==> config.mk <==
export PLATFORM = sky130hd
export DESIGN_NAME = counter_pwm_gen
export DESIGN_NICKNAME = d
export VERILOG_FILES = /design/src/rtl/counter_pwm_gen.sv
export SDC_FILE = /design/constraint.sdc
export NUM_CORES = 1
export LEC_CHECK = 0
export CELL_PAD_IN_SITES_DETAIL_PLACEMENT = 0
export CELL_PAD_IN_SITES_GLOBAL_PLACEMENT = 1
export CORE_MARGIN = 2
export CORE_UTILIZATION = 41
export DETAILED_ROUTE_END_ITERATION = 10
export PLACE_DENSITY_LB_ADDON = 0.15
export SYNTH_ARGS = -nofsm -noshare
export SYNTH_HDL_FRONTEND = slang
export SYNTH_SLANG_ARGS = --single-unit
==> constraint.sdc <==
create_clock -name clk -period 4.5 [get_ports clk]
set_clock_uncertainty 0.05 [all_clocks]
set_input_delay 0.9 -clock clk [delete_from_list [all_inputs] [get_ports clk]]
set_output_delay 0.9 -clock clk [all_outputs]
set_load 0.005 [all_outputs]
==> src/rtl/counter_pwm_gen.sv <==
// PWM generator driven by an external free-running 8-bit count; pwm_out/wrap_pulse/cycle_cnt are registered (1 cycle).
// Duty updates use valid/ready: a single pending slot holds ready low until the next counter wrap applies it.
module counter_pwm_gen #(
  parameter int CYCLE_W = 16
) (
  input  logic               clk,
  input  logic               reset,
  input  logic [7:0]         count,
  input  logic [7:0]         duty_in,
  input  logic               duty_valid,
  output logic               duty_ready,
  output logic               pwm_out,
  output logic               wrap_pulse,
  output logic [CYCLE_W-1:0] cycle_cnt
);

  logic [7:0] prev_count;
  logic [7:0] active_duty;
  logic [7:0] pending_duty;
  logic       pending_vld;
  logic       wrap;
  logic       apply;
  logic [7:0] eff_duty;

  assign duty_ready = !reset && !pending_vld;

  // Only a genuine FF->00 step counts; a stalled or jumping counter never wraps.
  assign wrap     = (prev_count == 8'hFF) && (count == 8'h00);
  assign apply    = wrap && pending_vld;
  assign eff_duty = apply ? pending_duty : active_duty;

  always_ff @(posedge clk) begin
    if (reset) begin
      prev_count   <= 8'h00;
      active_duty  <= 8'h00;
      pending_duty <= 8'h00;
      pending_vld  <= 1'b0;
      pwm_out      <= 1'b0;
      wrap_pulse   <= 1'b0;
      cycle_cnt    <= '0;
    end else begin
      prev_count <= count;
      pwm_out    <= (count < eff_duty);
      wrap_pulse <= wrap;
      // A handshake cannot coincide with apply: ready is low whenever a value is pending.
      if (apply) begin
        active_duty <= pending_duty;
        pending_vld <= 1'b0;
      end else if (duty_valid && duty_ready) begin
        pending_duty <= duty_in;
        pending_vld  <= 1'b1;
      end
      if (wrap && (cycle_cnt != {CYCLE_W{1'b1}})) begin
        cycle_cnt <= cycle_cnt + CYCLE_W'(1);
      end
    end
  end

endmodule

==> results of run 1 <==
==> worst min-delay path by stage <==
stage                         startpoint             end  depth (start not counted)
after detailed placement  active_duty[0]  active_duty[0]                          2
after CTS                 active_duty[0]  active_duty[0]                          2
after global placement    active_duty[0]  active_duty[0]                          2
after global routing      active_duty[0]  active_duty[0]                          2
after floorplan           active_duty[0]  active_duty[0]                          2
final                     active_duty[0]  active_duty[0]                          2
==> worst min-delay path, stage by stage, from the launching register on <==
cell	delay, ps
dfxtp_1	310
nand2_1	50
a21oi_1	50
==> cell usage after synthesis <==
master,number
dfxtp_1,43
nor2_1,30
mux2i_1,17
nand2_1,9
nand4_1,9
nor2b_1,9
a21oi_1,8
ha_1,8
clkbuf_1,7
nand3_1,6
xnor2_1,6
nor4_1,5
inv_1,4
or4_1,4
nor3_1,3
o21ai_0,3
o31ai_1,3
a31o_2,2
or3_1,2
or4_4,2
a2111oi_0,1
a2111oi_2,1
a211o_1,1
a211oi_1,1
a21o_1,1
a311oi_1,1
a41oi_1,1
and3_1,1
and4_1,1
buf_6,1
nand3b_1,1
nor3b_1,1
nor4b_1,1
or2_0,1
or2_4,1
or3b_2,1
xor2_1,1
==> cells by family after synthesis <==
family | share of synthesized area, %
buffers and inverters | 2.81
and+or+nand+nor | 24.8
DFF | 46.1
xor gates and xnor gates | 3.28
AOI/OAI and AO/OA | 8.57
muxes | 9.11
adders and majority gates | 5.36
==> where the power goes <==
group / switching, mW / internal [mW] / leakage (nW)
clock: 0.126 / 0.180 / 0.0612
combinational: 0.0212 / 0.0282 / 0.470
sequential: 0.00458 / 0.389 / 0.350
==> through the flow <==
step / utilization, % / power [mW] / hold slack (ps)
global route: 54.7 / 0.781 / 428
detailed placement: 52.0 / 0.453 / 395
finish: 54.7 / 0.749 / 405
global placement: 52.0 / 0.451 / 398
floorplan: - / 0.426 / 382
CTS: 54.7 / 0.759 / 406
==> state kept, by name (all words and copies together) (netlist names) <==
name          cells
active_duty       8
pending_duty      8
prev_count        8
wrap_pulse        1
pwm_out           1
pending_vld       1
cycle_cnt        16
==> metal layers <==
metal | vias up | wire length, um | track usage, %
li1 | 793 | - | -
met5 | - | 0 | 0
met4 | 0 | 19 | 5.24
met1 | 716 | 2010 | 23.4
met2 | 40 | 1860 | 25.3
met3 | 2 | 221 | 4.36
==> area by class of cell <==
type	count	area, sq um
tap	52	65.1
timing repair buffer	39	385
fill	427	1990
inverter	4	15.0
clock buffer	6	82.6
sequential	43	861
multi-input combinational	142	955
clock inverter	2	35.0
==> results.toml, run 1 <==
[detailed_routing]
detail_route.drc_violations = 0
vias = 1551
avgRoutedWirePerCell_um = 14.3
drt-total-wl_mm = 4.11
viasPerCell = 5.39
first_pass_iters = 4
drtIter0Drc = 83
ant_nets = 0

[critical_path]
r2r_setup_slack_ps = 2050
crit_family = "simple AND/OR/NAND/NOR gates"
worstPathCellList = "clkdlybuf4s50_1 -> or4_4 -> nor4_1 -> nand2_1 -> mux2i_1 -> ha_1 -> a21o_1 -> a211oi_1 -> nand3_1 -> a41oi_1"
worst_ep_arrival_time_ps = 3840
end_kind = "register"
rr_endpoint = "pwm_out"
crit_type = "in2reg"
crit_start = "count[1]"
cp.required_ps = 4660
crit_buf_inv = 1
reg2reg_depth = 9
path_depth = 10
critPathMaxFanout = 8
crit_path_end = "pwm_out"
rr_startpoint = "prev_count[2]"
cpPeakStageDelay_ps = 560
cp_slowest_cell = "or4_4"
start_kind = "input pin"

[timing]
slew_headroom_pct = 39.0
finalHoldViolCount = 0
setup_viol = 0
setup_ws_ps = 816
max_freq_mhz = 271
rsz0062_at_grt = "false"
finalCritPeriodShare_pct = 81.9
worst_pin_slew_ps = 913
layout_min_cycle_time_ps = 3680
slew_violations = 0
finalSetupTns_ps = 0

[clock_tree]
cts_sinks = 43
clockBufferDepth = 2
ctsHtreeMaxLevel = 2
clock_tree.root_cell = "clkbuf_8"
cts_setup_buffers = 0
cts_tree = "done"
clk_latency_ps = 290
numCtsBuffers = 5
clk_pin_slew_worst_paths_ps = 80
hold_buffers = 0
cts_resized = 0

[global_route]
grt_util_all_layers_pct = 16.7
grt_pass1_vias = 1389
antenna_found_initial = 0
overflow = 0
grt_pass1_wl_mm = 6.76
grt_max_degree = 44

[placed_design]
io_buffers = 37
placed_area_sq_um = 2280
gp_congestion = 0.868
dp_hpwl_mm = 3.07
dp_cells = 280
place_ws_ps = 538

[finish]
final_cell_mix = "43 x dfxtp_1, 37 x clkdlybuf4s50_1, 30 x nor2_1"
final_common_cell = "dfxtp_1"
diodes = 0
areaGrowthSynthToFinish_pct = 28.4
finalNonFillerCells = 288
nets = 262
drive_above_1_share_pct = 7.20
design_area_sq_um = 2400

[yosys]
syn_area_sq_um = 1870
syn-num-nets = 224
avgSynthCellArea_sq_um = 9.48
yosysTopAreaCellShare_pct = 46.1
yosysWarnings = 0
syn_inst = 197
synth-seq-cells = 43
synth_area_leaders = "dfxtp_1 46%, mux2i_1 9.1%, nor2_1 6.0%"
ys_types = 37
yosysSeqAreaShare_pct = 46.1
yosysTopAreaCell = "dfxtp_1"

[floorplan]
initial_core_util_pct = 42.6
io_pins = 38
dieWidth_um = 71.5
dieArea_sq_um = 5110
core_area_sq_um = 4380
row_count = 24
dieHeight_um = 71.5

[status]
status = "finished, final reports clean"

[power]
p_per_area_nw_per_um2 = 312
p_leak_nw = 0.881
irDropWorstVdd_mv = 0.163

[worst_hold_path]
min_path_type = "reg2reg"

[job]
cap_violations = 0
Power figures use the tool's default switching activity.
==> run 2: changes to the inputs <==
- CORE_UTILIZATION: 41 -> 38
- clock period: 4.5 -> 3.6 ns (I/O delays scaled with it)
==> results.toml, run 2 (synthesized netlist as in run 1, its figures left out) <==
[timing]
setup_viol = 0
rsz0062_at_grt = "false"
finalHoldViolCount = 0
worst_pin_slew_ps = 860
slew_headroom_pct = 42.6
layout_min_cycle_time_ps = 3300
slew_violations = 0
max_freq_mhz = 303
finalCritPeriodShare_pct = 91.7

[critical_path]
start_kind = "input pin"
cp_slowest_cell = "or4_1"
cpPeakStageDelay_ps = 550
end_kind = "register"
worst_ep_arrival_time_ps = 3480
reg2reg_depth = 10
cp.required_ps = 3780
crit_buf_inv = 2
r2r_setup_slack_ps = 1320
rr_endpoint = "pwm_out"
crit_family = "simple AND/OR/NAND/NOR gates"
rr_startpoint = "prev_count[6]"
crit_type = "in2reg"
worstPathCellList = "clkdlybuf4s50_1 -> or4_1 -> nor4_1 -> nand2_1 -> buf_4 -> mux2i_1 -> ha_1 -> a211o_1 -> nand2_1 -> nand3_1 -> a41oi_1"
cp_common_cell = "nand2_1"
critPathMaxFanout = 7

[power]
switching_power_mw = 0.213
p_seq_share_pct = 56.5
p_per_area_nw_per_um2 = 362
power_frac_clock_pct = 36.3
p_int_mw = 0.661
comb_power_share_pct = 7.2
sw_frac_of_total_pct = 24.4
irDropWorstVdd_mv = 0.220
p_leak_nw = 0.875

[floorplan]
initial_core_util_pct = 39.5
core_area_sq_um = 4720
io_pins = 38
dieWidth_um = 74.1
dieHeight_um = 74.1
row_count = 25
dieArea_sq_um = 5490

[worst_hold_path]
min_path_type = "reg2reg"
min-delay-start = "active_duty[0]"
hold_depth = 2
hold_end = "active_duty[0]"

[finish]
finalNonFillerCells = 306
diodes = 0
n_fill_cell = 438
drive_above_1_share_pct = 8.37
final_cell_mix = "43 x dfxtp_1, 37 x clkdlybuf4s50_1, 30 x nor2_1"
areaGrowthSynthToFinish_pct = 29.3
top_register = "cycle_cnt"
final_common_cell = "dfxtp_1"
nets = 265
largest_register_ffs = 16
design_area_sq_um = 2410

[detailed_routing]
vias = 1570
viasPerCell = 5.13
avgRoutedWirePerCell_um = 14.3
drtIter0Drc = 103
first_pass_iters = 4
detail_route.drc_violations = 0
ant_nets = 0
drt-total-wl_mm = 4.38

[placed_design]
dp_cells = 298
io_buffers = 37
gp_congestion = 0.807
placed_area_sq_um = 2320
dp_hpwl_mm = 3.20

[global_route]
grt_util_all_layers_pct = 17.4
antenna_found_initial = 0
overflow = 0
grt_max_degree = 44
grt_pass1_vias = 1491
grt_pass1_wl_mm = 7.17

[clock_tree]
clk_latency_ps = 300
cts_setup_buffers = 0
cts_tree = "done"
cts_sinks = 43
clock_tree.root_cell = "clkbuf_8"
ctsHtreeMaxLevel = 2
clockBufferDepth = 2
hold_buffers = 0
numCtsBuffers = 5
clk_pin_slew_worst_paths_ps = 90
cts_resized = 0

[status]
status = "finished, final reports clean"

[job]
cap_violations = 0
run 2: cell types whose count changed in the layout (fill, tap and decap cells not counted):
cell        delta
bufinv_16      -1
buf_4          +3
inv_6          +1
clkbuf_8       -1
clkinvlp_4     +2
clkinv_2       -1
run 2: area by class of cell:
| cell class | count | area [sq um] | share of cell area [%] |
|---|---|---|---|
| clock buffers | 5 | 68.8 | 2.85 |
| inverters | 4 | 15.0 | 0.622 |
| repair buffers | 42 | 408 | 16.9 |
| well taps | 67 | 83.8 | 3.47 |
| flip-flops and latches | 43 | 861 | 35.6 |
| multi-input cells | 142 | 955 | 39.5 |
| clock inverters | 3 | 23.8 | 0.984 |
run 2: routing by layer:
metal  track usage (%)  part of all wire, %
met1              24.1                   50
met2              26.2                   44
met3              5.15                  4.9
met4              5.45                  1.1
met5                 0                    0
run 2: per-stage QoR:
stage / utilization (%) / total power, mW / hold WS (ps) / TNS [ps] / setup WS, ps
finish: 51.1 / 0.873 / 414 / 0 / 300
CTS: 51.1 / 0.882 / 417 / 0 / 293
global placement: 49.2 / 0.564 / 395 / 0 / 138
global route: 51.1 / 0.915 / 447 / 0 / 81.3
detailed placement: 49.2 / 0.567 / 404 / -13.1 / -13.1
floorplan: - / 0.533 / 382 / 0 / 572
run 2: power groups by stage:
stage	Combinational, mW	Sequential [mW]	Clock, mW
floorplan	0.0310	0.502	0
global placement	0.0604	0.504	0
detailed placement	0.0629	0.505	0
CTS	0.0633	0.493	0.326
global route	0.0692	0.495	0.351
finish	0.0627	0.493	0.317
run 2: worst max path at each step:
stage	startpoint	endpoint	slack, ps	cells past startpoint
after floorplan	count[2]	pwm_out	570	9
after global placement	count[0]	pwm_out	140	11
after detailed placement	count[1]	pwm_out	-10	11
after CTS	count[1]	pwm_out	290	11
after global routing	count[5]	pwm_out	80	10
final	count[5]	pwm_out	300	11
run 2: tightest hold or removal path, cell delays in order (launching register included):
cell     delay (ps)
dfxtp_1         320
nand2_1          50
a21oi_1          60
==> run 3: changes to the inputs <==
- CAP_MARGIN: default -> 20
- REMOVE_ABC_BUFFERS: default -> 1
==> results.toml, run 3 (synthesized netlist as in run 1, its figures left out) <==
[status]
status = "finished, final reports clean"

[timing]
finalHoldViolCount = 0
max_freq_mhz = 298
setup_viol = 0
rsz0062_at_grt = "false"
finalSetupTns_ps = 0
slew_headroom_pct = 64.0
slew_violations = 0
finalCritPeriodShare_pct = 93.3
worst_pin_slew_ps = 526
layout_min_cycle_time_ps = 3360

[critical_path]
end_kind = "register"
cp_slowest_cell = "or4_1"
critPathMaxFanout = 5
worstPathCellList = "clkdlybuf4s50_1 -> or4_1 -> nor4_1 -> nand2_2 -> mux2i_1 -> ha_1 -> a21o_1 -> a211oi_1 -> nand3_1 -> a41oi_1"
worst_ep_arrival_time_ps = 3520
cp.required_ps = 3760
cpPeakStageDelay_ps = 560
start_kind = "input pin"
crit_type = "in2reg"

[clock_tree]
clock_tree.root_cell = "clkbuf_8"
ctsHtreeMaxLevel = 2
cts_tree = "done"
clk_latency_ps = 290
hold_buffers = 0
numCtsBuffers = 5
cts_sinks = 43
clk_pin_slew_worst_paths_ps = 80
cts_setup_buffers = 0
clockBufferDepth = 2

[finish]
final_common_cell = "dfxtp_1"
design_area_sq_um = 2460
top_register = "cycle_cnt"
largest_register_ffs = 16
nets = 267
final_cell_mix = "43 x dfxtp_1, 37 x clkdlybuf4s50_1, 30 x nor2_1"
drive_above_1_share_pct = 9.54
n_fill_cell = 456
diodes = 0
areaGrowthSynthToFinish_pct = 31.5

[detailed_routing]
drt-total-wl_mm = 4.05
viasPerCell = 5.10
detail_route.drc_violations = 0
vias = 1571
drtIter0Drc = 126
first_pass_iters = 4
avgRoutedWirePerCell_um = 13.2
ant_nets = 0

[floorplan]
core_area_sq_um = 4720
initial_core_util_pct = 39.5
dieHeight_um = 74.1
dieWidth_um = 74.1
io_pins = 38
row_count = 25
dieArea_sq_um = 5490

[job]
cap_violations = 0

[power]
power_frac_clock_pct = 40.8
p_seq_share_pct = 52.5
p_int_mw = 0.747
total_power_mw = 0.937
comb_power_share_pct = 6.7
irDropWorstVdd_mv = 0.213
sw_frac_of_total_pct = 20.3
p_leak_nw = 0.905
switching_power_mw = 0.190
p_per_area_nw_per_um2 = 381

[placed_design]
placed_area_sq_um = 2340
io_buffers = 37
dp_hpwl_mm = 3.05
gp_congestion = 0.786

[global_route]
grt_util_all_layers_pct = 16.3
grt_pass1_vias = 1512
grt_max_degree = 44
overflow = 0
antenna_found_initial = 0
grt_pass1_wl_mm = 6.80

[worst_hold_path]
min_path_type = "reg2reg"
[run 3: changes by cell type in the layout (fill, tap and decap cells not counted)]
cell and change:
clkinv_2 +1, bufinv_16 +1, nand2_1 -1, inv_6 -1
clkbuf_8 +1, buf_4 +2, nand2_2 +1, clkinvlp_4 -2
[run 3: path summary, 6_finish.rpt]
| check | startpoint | endpoint | slack, ps | cells after the start |
|---|---|---|---|---|
| worst min-delay path | active_duty[0] | active_duty[0] | 430 | 2 |
| worst max-delay path | count[2] | pwm_out | 240 | 10 |
| worst min register to register | active_duty[0] | active_duty[0] | 430 | 2 |
| worst max register to register | prev_count[6] | pwm_out | 1270 | 9 |
[run 3: critical path: cells and delay by family]
kind | cells | cell delay, ps
and+or+nand+nor | 4 | 1220
AOI/OAI and AO/OA | 3 | 590
buffers and inverters | 1 | 450
adders and majority gates | 1 | 290
muxes | 1 | 250
[run 3: area by class of cell]
| type | instances | area [sq um] | area share [%] |
|---|---|---|---|
| tap | 67 | 83.8 | 3.41 |
| clock buffer | 6 | 82.6 | 3.36 |
| sequential | 43 | 861 | 35.0 |
| clock inverter | 2 | 35.0 | 1.43 |
| timing repair buffer | 44 | 423 | 17.2 |
| inverter | 4 | 15.0 | 0.611 |
| multi-input combinational | 142 | 957 | 39.0 |
[run 3: metrics by stage]
| stage | utilization (%) | cells | setup WS (ps) | hold slack [ps] |
|---|---|---|---|---|
| final | 52.0 | 308 | 241 | 427 |
| after global routing | 52.0 | 308 | 5.13 | 455 |
| after CTS | 52.0 | 308 | 215 | 432 |
| after detailed placement | 49.5 | 300 | -54.7 | 421 |
| after global placement | 49.5 | 300 | 67.5 | 397 |
| after floorplan | - | 189 | 571 | 376 |
[run 3: power groups by stage]
stage	Clock (mW)	Combinational (mW)	Sequential, mW
after CTS	0.393	0.0636	0.492
after detailed placement	0	0.0633	0.504
after global routing	0.407	0.0695	0.493
after floorplan	0	0.0244	0.502
final	0.382	0.0629	0.492
after global placement	0	0.0620	0.504
[run 3: metal layers]
metal	up-vias	wire length (um)	GRT usage [%]
met2	35	2070	29.0
met3	4	154	4.20
met1	739	1790	18.9
li1	793	-	-
met4	0	41	5.45
met5	-	0	0
[run 3: what timing repair did]
item                                   in CTS  in global routing
gates resized for setup                     0                  1
setup endpoints to repair                   0                  1
endpoints found under the hold margin       0                  0
==> RTL change (config.mk and constraints of run 3) <==
Make the reset (`reset`) asynchronous in one clocked block.
--- a/src/rtl/counter_pwm_gen.sv
+++ b/src/rtl/counter_pwm_gen.sv
@@ -31,3 +31,3 @@
 
-  always_ff @(posedge clk) begin
+  always_ff @(posedge clk or posedge reset) begin
     if (reset) begin
Behaviour: differs if reset is asserted again (counterexample within 4 cycles, from zero or initial values and one cycle with reset high); with reset held inactive, the same outputs for 10 cycles.
==> RTL change against run 3 <==
- sequential cell count unchanged
- worst setup slack better by 0.22 ns
- synthesized cell count down 19%
- design area is 5.5% higher
- power grew 12%
- hold slack better by 0.0063 ns
- non-clock buffer count decreased by 5
- area after synthesis up 8.9%
- wire length fell by 4.8%
- final cell count shrank 12%
- count of clock-buffer cells in the layout unchanged
- register-to-register slack lost 0.07 ns
- critical path type unchanged
- largest cell class is now registers
- largest power group unchanged
- highest routed layer unchanged
==> RTL change: results (changes against run 3) <==
Crit path largest cell delay - 0.48 ns (-0.08 ns)
Synth Area in Compound Gates - 3.87% (-4.7 points)
area share of the largest cell type after synthesis - 52.9% (+6.8 points)
Slowest-stage cell, CP - clkdlybuf4s50_1
Via Count - 1,395 (-11%)
Skew-Pair Late Insertion Delay - 0.29 ns (about the same)
I/O Buffers - 37 (unchanged)
fin crit share - 87.1% (-6.2 points)
Seq area share - 41.5% (+6.5 points)
Synth cell types - 36 (-2.7%)
WL final - 3.86 mm (-4.8%)
most frequent cells after synthesis - dfrtp_1, mux2_1, xor2_1
Main synth FF type - dfrtp_1
layout cell share with drive strength beyond 1 - 11.4% (+1.9 points)
RePlAce Congestion - 0.806 (+2.5%)
Adder-Cell Fraction of Synth Area - 4.92% (-0.44 points)
XOR/XNOR share of the synthesized area - 4.74% (+1.5 points)
initial drt markers - 23 (-82%)
DP Area - 2470 sq um (+5.9%)
R2R Setup Slk - 1.20 ns (-0.07 ns)
DP Worst Slack - 0.141 ns (+0.196 ns)
crit path max fanout - 15 (+10)
Final Util - 50.4% (-1.6 points)
nets@finish - 227 (-15%)
hold depth - 1 (-1)
synthesized area per cell - 12.8 sq um (+35%)
Area contributors post-synth - dfrtp_1, mux2_1, ha_1, mux2i_1, xor2_1
DP Cell Count - 263 (-12%)
sequential share of the synthesized area - 52.9% (+6.8 points)
vias in the first global route - 1,452 (-4.0%)
#MultiIn Comb - 105 (-26%)
hold_ws - 0.434 ns (+0.00627 ns)
Setup crit end - pwm_out
Leak - 1.21 nW (+34%)
Crit path arrival time - 3.26 ns (-0.26 ns)
synth warn - 0 (unchanged)
clock tree cell share of total cell area - 4.54% (-0.25 points)
status - finished clean
post-synthesis mux area share - 13.9% (+4.8 points)
footprint of the multi-input gates - 903 sq um (-5.6%)
Signal inverters - 6 (+2)
die width - 77.2 um (+4.1%)
hpwl dp - 2.92 mm (-4.4%)
Buffers, non-clock - 39 (-11%)
gr usage total - 14.4% (-1.8 points)
non-filler cells, final - 271 (-12%)
Post-synth ARST share - 100% (+100 points)
worst hold start - active_duty[0]
Layout fillers - 486 (+6.6%)
Slew headroom - 65.7% (+1.6 points)
Hold Crit Endpoint - active_duty[0]
r2r startpoint - prev_count[7]
Non-clock buffering overhead - 14.9% (-2.3 points)
VDD IR-drop max - 0.229 mV (+7.7%)
first-pass GRT wire length - 6.81 mm (+0.10%)
-- RTL change: cell count changes after synthesis, moves of 8 or more --
| cell | before | now |
|---|---|---|
| dfrtp_1 | 0 | 43 |
| dfxtp_1 | 43 | 0 |
| mux2_1 | 0 | 17 |
| mux2i_1 | 17 | 8 |
| nor2_1 | 30 | 4 |
| nor2b_1 | 9 | 1 |
| xor2_1 | 1 | 9 |
-- RTL change: per-layer routing --
metal	track usage, %	up-vias	wire length (um)
met5	0	-	0
met4	6.25	0	100
met3	4.00	10	141
met2	26.2	31	2090
met1	15.5	695	1520
li1	-	659	-
-- RTL change: logic make-up after synthesis --
kind of cell             count (synthesis)
multiplexers                            26
AND/OR/NAND/NOR                         48
flip-flops                              43
XOR/XNOR                                11
buffers and inverters                   11
AO/OA/AOI/OAI                           12
adder cells (fa/ha/maj)                  8
-- RTL change: report_power, final --
part           switching (mW)  internal, mW
clock                   0.162         0.225
sequential             0.0332         0.536
combinational          0.0346        0.0563
total                   0.230         0.817
